`config.mk`:
```
export PLATFORM = sky130hd
export DESIGN_NAME = ceyloniac_instruction_queue
export DESIGN_NICKNAME = d
export VERILOG_FILES = /design/src/rtl/ceyloniac_ir_pkg.sv /design/src/rtl/ceyloniac_instr_field_decode.sv /design/src/rtl/ceyloniac_instruction_queue.sv
export SDC_FILE = /design/constraint.sdc
export NUM_CORES = 1
export LEC_CHECK = 0
export BUFFER_PORTS_ARGS = -buffer_cell sky130_fd_sc_hd__buf_2
export CAP_MARGIN = 40
export CORE_UTILIZATION = 35
export DETAILED_ROUTE_END_ITERATION = 6
export SETUP_SLACK_MARGIN = 0.3
export SLEW_MARGIN = 20
export SYNTH_ARGS = -nofsm -noshare
export SYNTH_HDL_FRONTEND = slang
export SYNTH_HIERARCHICAL = 1
export SYNTH_SLANG_ARGS = --single-unit
```
`constraint.sdc`:
```
create_clock -name clk -period 3.3 [get_ports clk]
set_input_delay 0.165 -clock clk [delete_from_list [all_inputs] [get_ports clk]]
set_output_delay 0.165 -clock clk [all_outputs]
set_load 0.05 [all_outputs]
```
`src/rtl/ceyloniac_ir_pkg.sv`:
```
// Shared constants for the ceyloniac instruction word layout (MIPS-style).
// Bit positions are absolute indices into a 32-bit instruction word.
package ceyloniac_ir_pkg;

   localparam int OPCODE_MSB = 31;
   localparam int RS_MSB     = 25;
   localparam int RS_LSB     = 21;
   localparam int RT_MSB     = 20;
   localparam int RT_LSB     = 16;
   localparam int RD_MSB     = 15;
   localparam int RD_LSB     = 11;
   localparam int IMM_MSB    = 15;
   localparam int TARGET_MSB = 25;
   localparam int IMM_WIDTH  = 16;

endpackage

```
`src/rtl/ceyloniac_instr_field_decode.sv`:
```
// Combinational instruction field slicer with immediate sign extension.
// Ports:
//   en           - when low every output is forced to zero
//   word         - instruction word to split
//   instr_31_26  - opcode
//   instr_25_21  - rs
//   instr_20_16  - rt
//   instr_15_11  - rd
//   instr_15_0   - immediate
//   instr_25_0   - jump target
//   imm_sext     - immediate sign-extended to RAM_DATA_WIDTH
module ceyloniac_instr_field_decode
   import ceyloniac_ir_pkg::*;
#(
   parameter int RAM_DATA_WIDTH = 32,
   parameter int OPCODE_WIDTH   = 6
) (
   input  logic                      en,
   input  logic [RAM_DATA_WIDTH-1:0] word,
   output logic [OPCODE_WIDTH-1:0]   instr_31_26,
   output logic [4:0]                instr_25_21,
   output logic [4:0]                instr_20_16,
   output logic [4:0]                instr_15_11,
   output logic [IMM_WIDTH-1:0]      instr_15_0,
   output logic [25:0]               instr_25_0,
   output logic [RAM_DATA_WIDTH-1:0] imm_sext
);

   always_comb begin
      instr_31_26 = '0;
      instr_25_21 = '0;
      instr_20_16 = '0;
      instr_15_11 = '0;
      instr_15_0  = '0;
      instr_25_0  = '0;
      imm_sext    = '0;
      if (en) begin
         instr_31_26 = word[OPCODE_MSB -: OPCODE_WIDTH];
         instr_25_21 = word[RS_MSB:RS_LSB];
         instr_20_16 = word[RT_MSB:RT_LSB];
         instr_15_11 = word[RD_MSB:RD_LSB];
         instr_15_0  = word[IMM_MSB -: IMM_WIDTH];
         instr_25_0  = word[TARGET_MSB:0];
         imm_sext    = {{(RAM_DATA_WIDTH-IMM_WIDTH){word[IMM_MSB]}},
                        word[IMM_MSB -: IMM_WIDTH]};
      end
   end

endmodule

```
`src/rtl/ceyloniac_instruction_queue.sv`:
```
// DEPTH-entry instruction prefetch FIFO between instruction memory and the
// control unit. The head entry is presented already split into fields.
// Ports:
//   clk, reset     - rising-edge clock, synchronous active-high reset
//   flush          - drop every buffered entry at the next edge
//   in_valid/in_ready, instruction - fetch side handshake and word
//   out_valid/out_ready            - consumer side handshake on the head
//   instr_* / imm_sext             - decoded head fields, zero when empty
//   count                          - entries held, 0..DEPTH
module ceyloniac_instruction_queue
   import ceyloniac_ir_pkg::*;
#(
   parameter int RAM_DATA_WIDTH = 32,
   parameter int OPCODE_WIDTH   = 6,
   parameter int DEPTH          = 4,
   parameter int PTR_WIDTH      = $clog2(DEPTH)
) (
   input  logic                      clk,
   input  logic                      reset,
   input  logic                      flush,
   input  logic                      in_valid,
   output logic                      in_ready,
   input  logic [RAM_DATA_WIDTH-1:0] instruction,
   output logic                      out_valid,
   input  logic                      out_ready,
   output logic [OPCODE_WIDTH-1:0]   instr_31_26,
   output logic [4:0]                instr_25_21,
   output logic [4:0]                instr_20_16,
   output logic [4:0]                instr_15_11,
   output logic [IMM_WIDTH-1:0]      instr_15_0,
   output logic [25:0]               instr_25_0,
   output logic [RAM_DATA_WIDTH-1:0] imm_sext,
   output logic [PTR_WIDTH:0]        count
);

   localparam logic [PTR_WIDTH:0]   FULL_CNT = (PTR_WIDTH+1)'(DEPTH);
   localparam logic [PTR_WIDTH-1:0] PTR_ONE  = PTR_WIDTH'(1);

   logic [RAM_DATA_WIDTH-1:0] mem_q [DEPTH];
   logic [RAM_DATA_WIDTH-1:0] mem_d [DEPTH];
   logic [PTR_WIDTH-1:0]      wr_ptr_q, wr_ptr_d;
   logic [PTR_WIDTH-1:0]      rd_ptr_q, rd_ptr_d;
   logic [PTR_WIDTH:0]        count_q, count_d;
   logic                      push, pop;

   // No pass-through when full: a pop this cycle does not free a slot
   // until the next edge, which keeps in_ready free of out_ready.
   assign in_ready  = (count_q != FULL_CNT) && !flush;
   assign out_valid = (count_q != '0);
   assign count     = count_q;

   assign push = in_valid && in_ready;
   assign pop  = out_valid && out_ready && !flush;

   always_comb begin
      mem_d    = mem_q;
      wr_ptr_d = wr_ptr_q;
      rd_ptr_d = rd_ptr_q;
      count_d  = count_q;
      if (flush) begin
         wr_ptr_d = '0;
         rd_ptr_d = '0;
         count_d  = '0;
      end else begin
         if (push) begin
            mem_d[wr_ptr_q] = instruction;
            wr_ptr_d        = wr_ptr_q + PTR_ONE;
         end
         if (pop) begin
            rd_ptr_d = rd_ptr_q + PTR_ONE;
         end
         case ({push, pop})
            2'b10:   count_d = count_q + 1'b1;
            2'b01:   count_d = count_q - 1'b1;
            default: count_d = count_q;
         endcase
      end
   end

   always_ff @(posedge clk) begin
      if (reset) begin
         wr_ptr_q <= '0;
         rd_ptr_q <= '0;
         count_q  <= '0;
      end else begin
         wr_ptr_q <= wr_ptr_d;
         rd_ptr_q <= rd_ptr_d;
         count_q  <= count_d;
      end
   end

   // Storage is never cleared; emptiness is tracked by count alone.
   always_ff @(posedge clk) begin
      mem_q <= mem_d;
   end

   ceyloniac_instr_field_decode #(
      .RAM_DATA_WIDTH (RAM_DATA_WIDTH),
      .OPCODE_WIDTH   (OPCODE_WIDTH)
   ) u_head_decode (
      .en          (out_valid),
      .word        (mem_q[rd_ptr_q]),
      .instr_31_26 (instr_31_26),
      .instr_25_21 (instr_25_21),
      .instr_20_16 (instr_20_16),
      .instr_15_11 (instr_15_11),
      .instr_15_0  (instr_15_0),
      .instr_25_0  (instr_25_0),
      .imm_sext    (imm_sext)
   );

endmodule

```
==> impl_metrics.csv <==
group,metric,value,unit
status,status,"completed",
synth,netlist-cell-type-count,28,
synth,syn-cell-area,5803,µm²
global_routing,grt_pass1_vias,2929,
cts,clk-insertion-delay-late,0.41,ns
place,port_buffers,136,
power,power_per_cell_area,568.3,nW/µm²
finish,nFillCells,1422,
worst_setup_path,crit_path_max_fanout,15,
global_routing,antenna_found_initial,0,
synth,ys_ff_latch,135,
cts,cts_made_buffers,17,
place,dp_hpwl,6592,µm
sta,fin_crit_sh,80.61,%
cts,cts_root_buf,"clkbuf_16",
sta,rsz0062_at_grt,"no",
sta,worstMarginPinSlew,0.6677,ns
worst_setup_path,crit_arrival,2.50,ns
die,fp.dieH,130.8,µm
synth,yosysWarnings,6,
finish,drive_above_1_share,54.00,%
routing,drc,0,
worst_setup_path,crit_type,"reg -> out",
die,ios,137,
worst_setup_path,reg2reg_from,"count[2]",
die,core-area,16060,µm²
sta,clock_skew,0.005640,ns
die,initial_utilization,36.14,%
power,leakage,2.801,nW
worst_setup_path,r2r_end,"count[2]",
worst_setup_path,end_kind,"output port",
cts,ctsHoldBuffers,32,
routing,wl_per_cell,15.58,µm
sta,relSlewSlack,55.49,%
global_routing,grt_pass1_wl,15910,µm
cts,cts_tree,"built",
synth,syn_area_per_cell,18.19,µm²
synth,yosysSeqAreaShare,68.65,%
global_routing,grt_max_degree,34,
worst_hold_path,min_path_cells,4,
routing,route.antenna.remaining_nets,0,
cts,clock_path_buffers,2,
routing,first_pass_iters,4,
place,gp_congestion,0.6747,
die,die_x,130.8,µm
finish,area_growth,25.14,%
worst_setup_path,critPathLaunch,"rd_ptr_q[0]",
sta,finalSetupViolCount,0,
sta,setup_tns,0,ns
finish,diodes,0,
cts,cts.reportedPaths.clkPinSlew,0.05,ns
sta,maxSlewViolCount,0,
global_routing,grt_usage,13.21,%
worst_hold_path,min_from,"reset",
routing,routed-via-count,2949,
finish,fin_nets,480,
cts,cts.repair.resized,0,
routing,dr.first_iter.drc_count,155,
worst_setup_path,critical_path_required,3.13,ns
synth,synthCells,319,
routing,finalWirelength,10380,µm
synth,synth_fp_nets,362,
die,rows,46,
cts,post_cts_buffers,0,
global_routing,grt-ovfl-total,0,
die,dieArea,17100,µm²
power,peakVddDrop,0.3154,mV
cts,cts.sinks,135,
sta,hold_viol_final,0,
worst_setup_path,r2r_cells,9,
sta,fmax,375.9,MHz
worst_hold_path,min_to,"wr_ptr_q[1]",
worst_hold_path,hold_path_class,"in -> reg",
routing,vias_per_cell,4.428,
flow_run,maxCapViolCount,0,
sta,fin_crit,2.660,ns
worst_setup_path,reg2reg_slack,0.74,ns
cts,cts-htree-levels,4,
finish,instances_no_fill,666,
worst_setup_path,critPathLaunchType,"flop",
place,dp.cells,602,
==> per-layer routing <==
metal | wire length [µm] | GRT usage (%)
met1 | 4424 | 16.26
met2 | 5389 | 21.76
met3 | 462 | 4.316
met4 | 102 | 4.868
met5 | 0 | 0
==> worst max-delay path: stages (launching register included) <==
cell and delay [ns]:
dfxtp_2 0.69, buf_4 0.38, mux4_2 0.58, and2_2 0.22
buf_2 0.21
==> kinds of logic (layout without fill, tap and decap cells) <==
| family | Yosys count | after routing | synth area share, % |
|---|---|---|---|
| multiplexers | 32 | 32 | 12.42 |
| flip-flops | 135 | 135 | 68.65 |
| buffers and inverters | 82 | 213 | 9.832 |
| XOR/XNOR | 4 | 4 | 0.6036 |
| adder cells (fa/ha/maj) | 6 | 6 | 1.423 |
| AO/OA/AOI/OAI | 8 | 8 | 0.9702 |
| AND/OR/NAND/NOR | 52 | 52 | 6.102 |
==> cells in the final DEF, fill, tap and decap left out <==
cell / Yosys / final
a21o_1: 1 / 1
a21oi_1: 3 / 3
and2_2: 32 / 32
and2_4: 1 / 1
and3_2: 0 / 4
buf_16: 0 / 4
buf_2: 3 / 136
buf_4: 66 / 3
bufinv_16: 0 / 4
clkbuf_1: 3 / 4
clkbuf_16: 0 / 17
clkinv_1: 0 / 3
clkinv_2: 0 / 3
clkinv_4: 0 / 1
dfxtp_1: 7 / 5
dfxtp_2: 0 / 2
dlygate4sd3_1: 0 / 32
edfxtp_1: 128 / 128
fa_1: 1 / 1
ha_1: 5 / 5
inv_1: 6 / 6
mux4_2: 32 / 32
nand3_1: 1 / 1
nand4_1: 1 / 1
nor2_1: 7 / 7
nor2b_1: 2 / 2
o21ai_0: 1 / 1
o311ai_0: 1 / 1
o31ai_1: 1 / 1
o31ai_2: 1 / 1
or2_2: 1 / 1
or3_2: 2 / 2
or3b_1: 1 / 1
xor2_1: 4 / 4
==> how the worst max path moves through the flow <==
stage	endpoint	slack, ns	cells past startpoint
after CTS	imm_sext[0]	0.54	4
after global placement	count[2]	0.88	9
final	imm_sext[0]	0.64	4
after floorplan	count[2]	0.60	10
after detailed placement	count[2]	0.73	9
after global routing	imm_sext[0]	0.47	4
==> sequential cells by signal (all words and copies together) (netlist names) <==
| name | count |
|---|---|
| count | 3 |
| mem_q | 128 |
| rd_ptr_q | 2 |
| wr_ptr_q | 2 |
==> report_power, final <==
part	internal, mW	switching [mW]	total, mW
Clock	1.25	0.646	1.90
Combinational	0.106	0.214	0.320
Sequential	1.90	0.00767	1.91
Total	3.26	0.868	4.13
==> cells in the mapped netlist <==
master      n  share of area (%)
o21ai_0     1              0.086
fa_1        1               0.34
mux4_2     32                 12
nand4_1     1               0.11
buf_4      66                8.5
clkbuf_1    3               0.19
o31ai_1     1               0.13
and3_1      4               0.43
buf_6       1               0.19
or3_2       2               0.26
o31ai_2     1               0.22
nor2_1      7               0.45
and2_4      1               0.15
clkbuf_2    3               0.26
ha_1        5                1.1
and2_2     32                4.1
nor2b_1     2               0.22
or3b_1      1               0.15
or2_2       1               0.11
o311ai_0    1               0.15
inv_1       6               0.39
edfxtp_1  128                 66
buf_2       3               0.26
xor2_1      4               0.60
a21oi_1     3               0.26
dfxtp_1     7                2.4
nand3_1     1              0.086
a21o_1      1               0.13
==> through the flow <==
| stage | setup WS [ns] | power [mW] | utilization, % | hold WS [ns] | instance area (µm²) |
|---|---|---|---|---|---|
| after floorplan | 0.5969 | 2.179 | - | 0.2639 | 5803 |
| after global placement | 0.8758 | 2.229 | 38.83 | 0.3774 | 6236 |
| after detailed placement | 0.7332 | 2.240 | 39.52 | 0.3824 | 6346 |
| after CTS | 0.5437 | 4.184 | 45.22 | 0.05425 | 7262 |
| after global routing | 0.4660 | 4.271 | 45.22 | 0.1061 | 7262 |
| final | 0.6397 | 4.127 | 45.22 | 0.08425 | 7262 |
==> final cells by class <==
cell class,count,area (µm²),share of cell area (%)
Clock buffer,21,440.4,6.065
Tap cell,216,270.3,3.722
Clock inverter,11,155.1,2.136
Timing Repair Buffer,175,1134,15.61
Multi-Input combinational cell,102,1254,17.26
Sequential cell,135,3986,54.89
Inverter,6,22.52,0.3101
(Power assumes the default switching activity.)
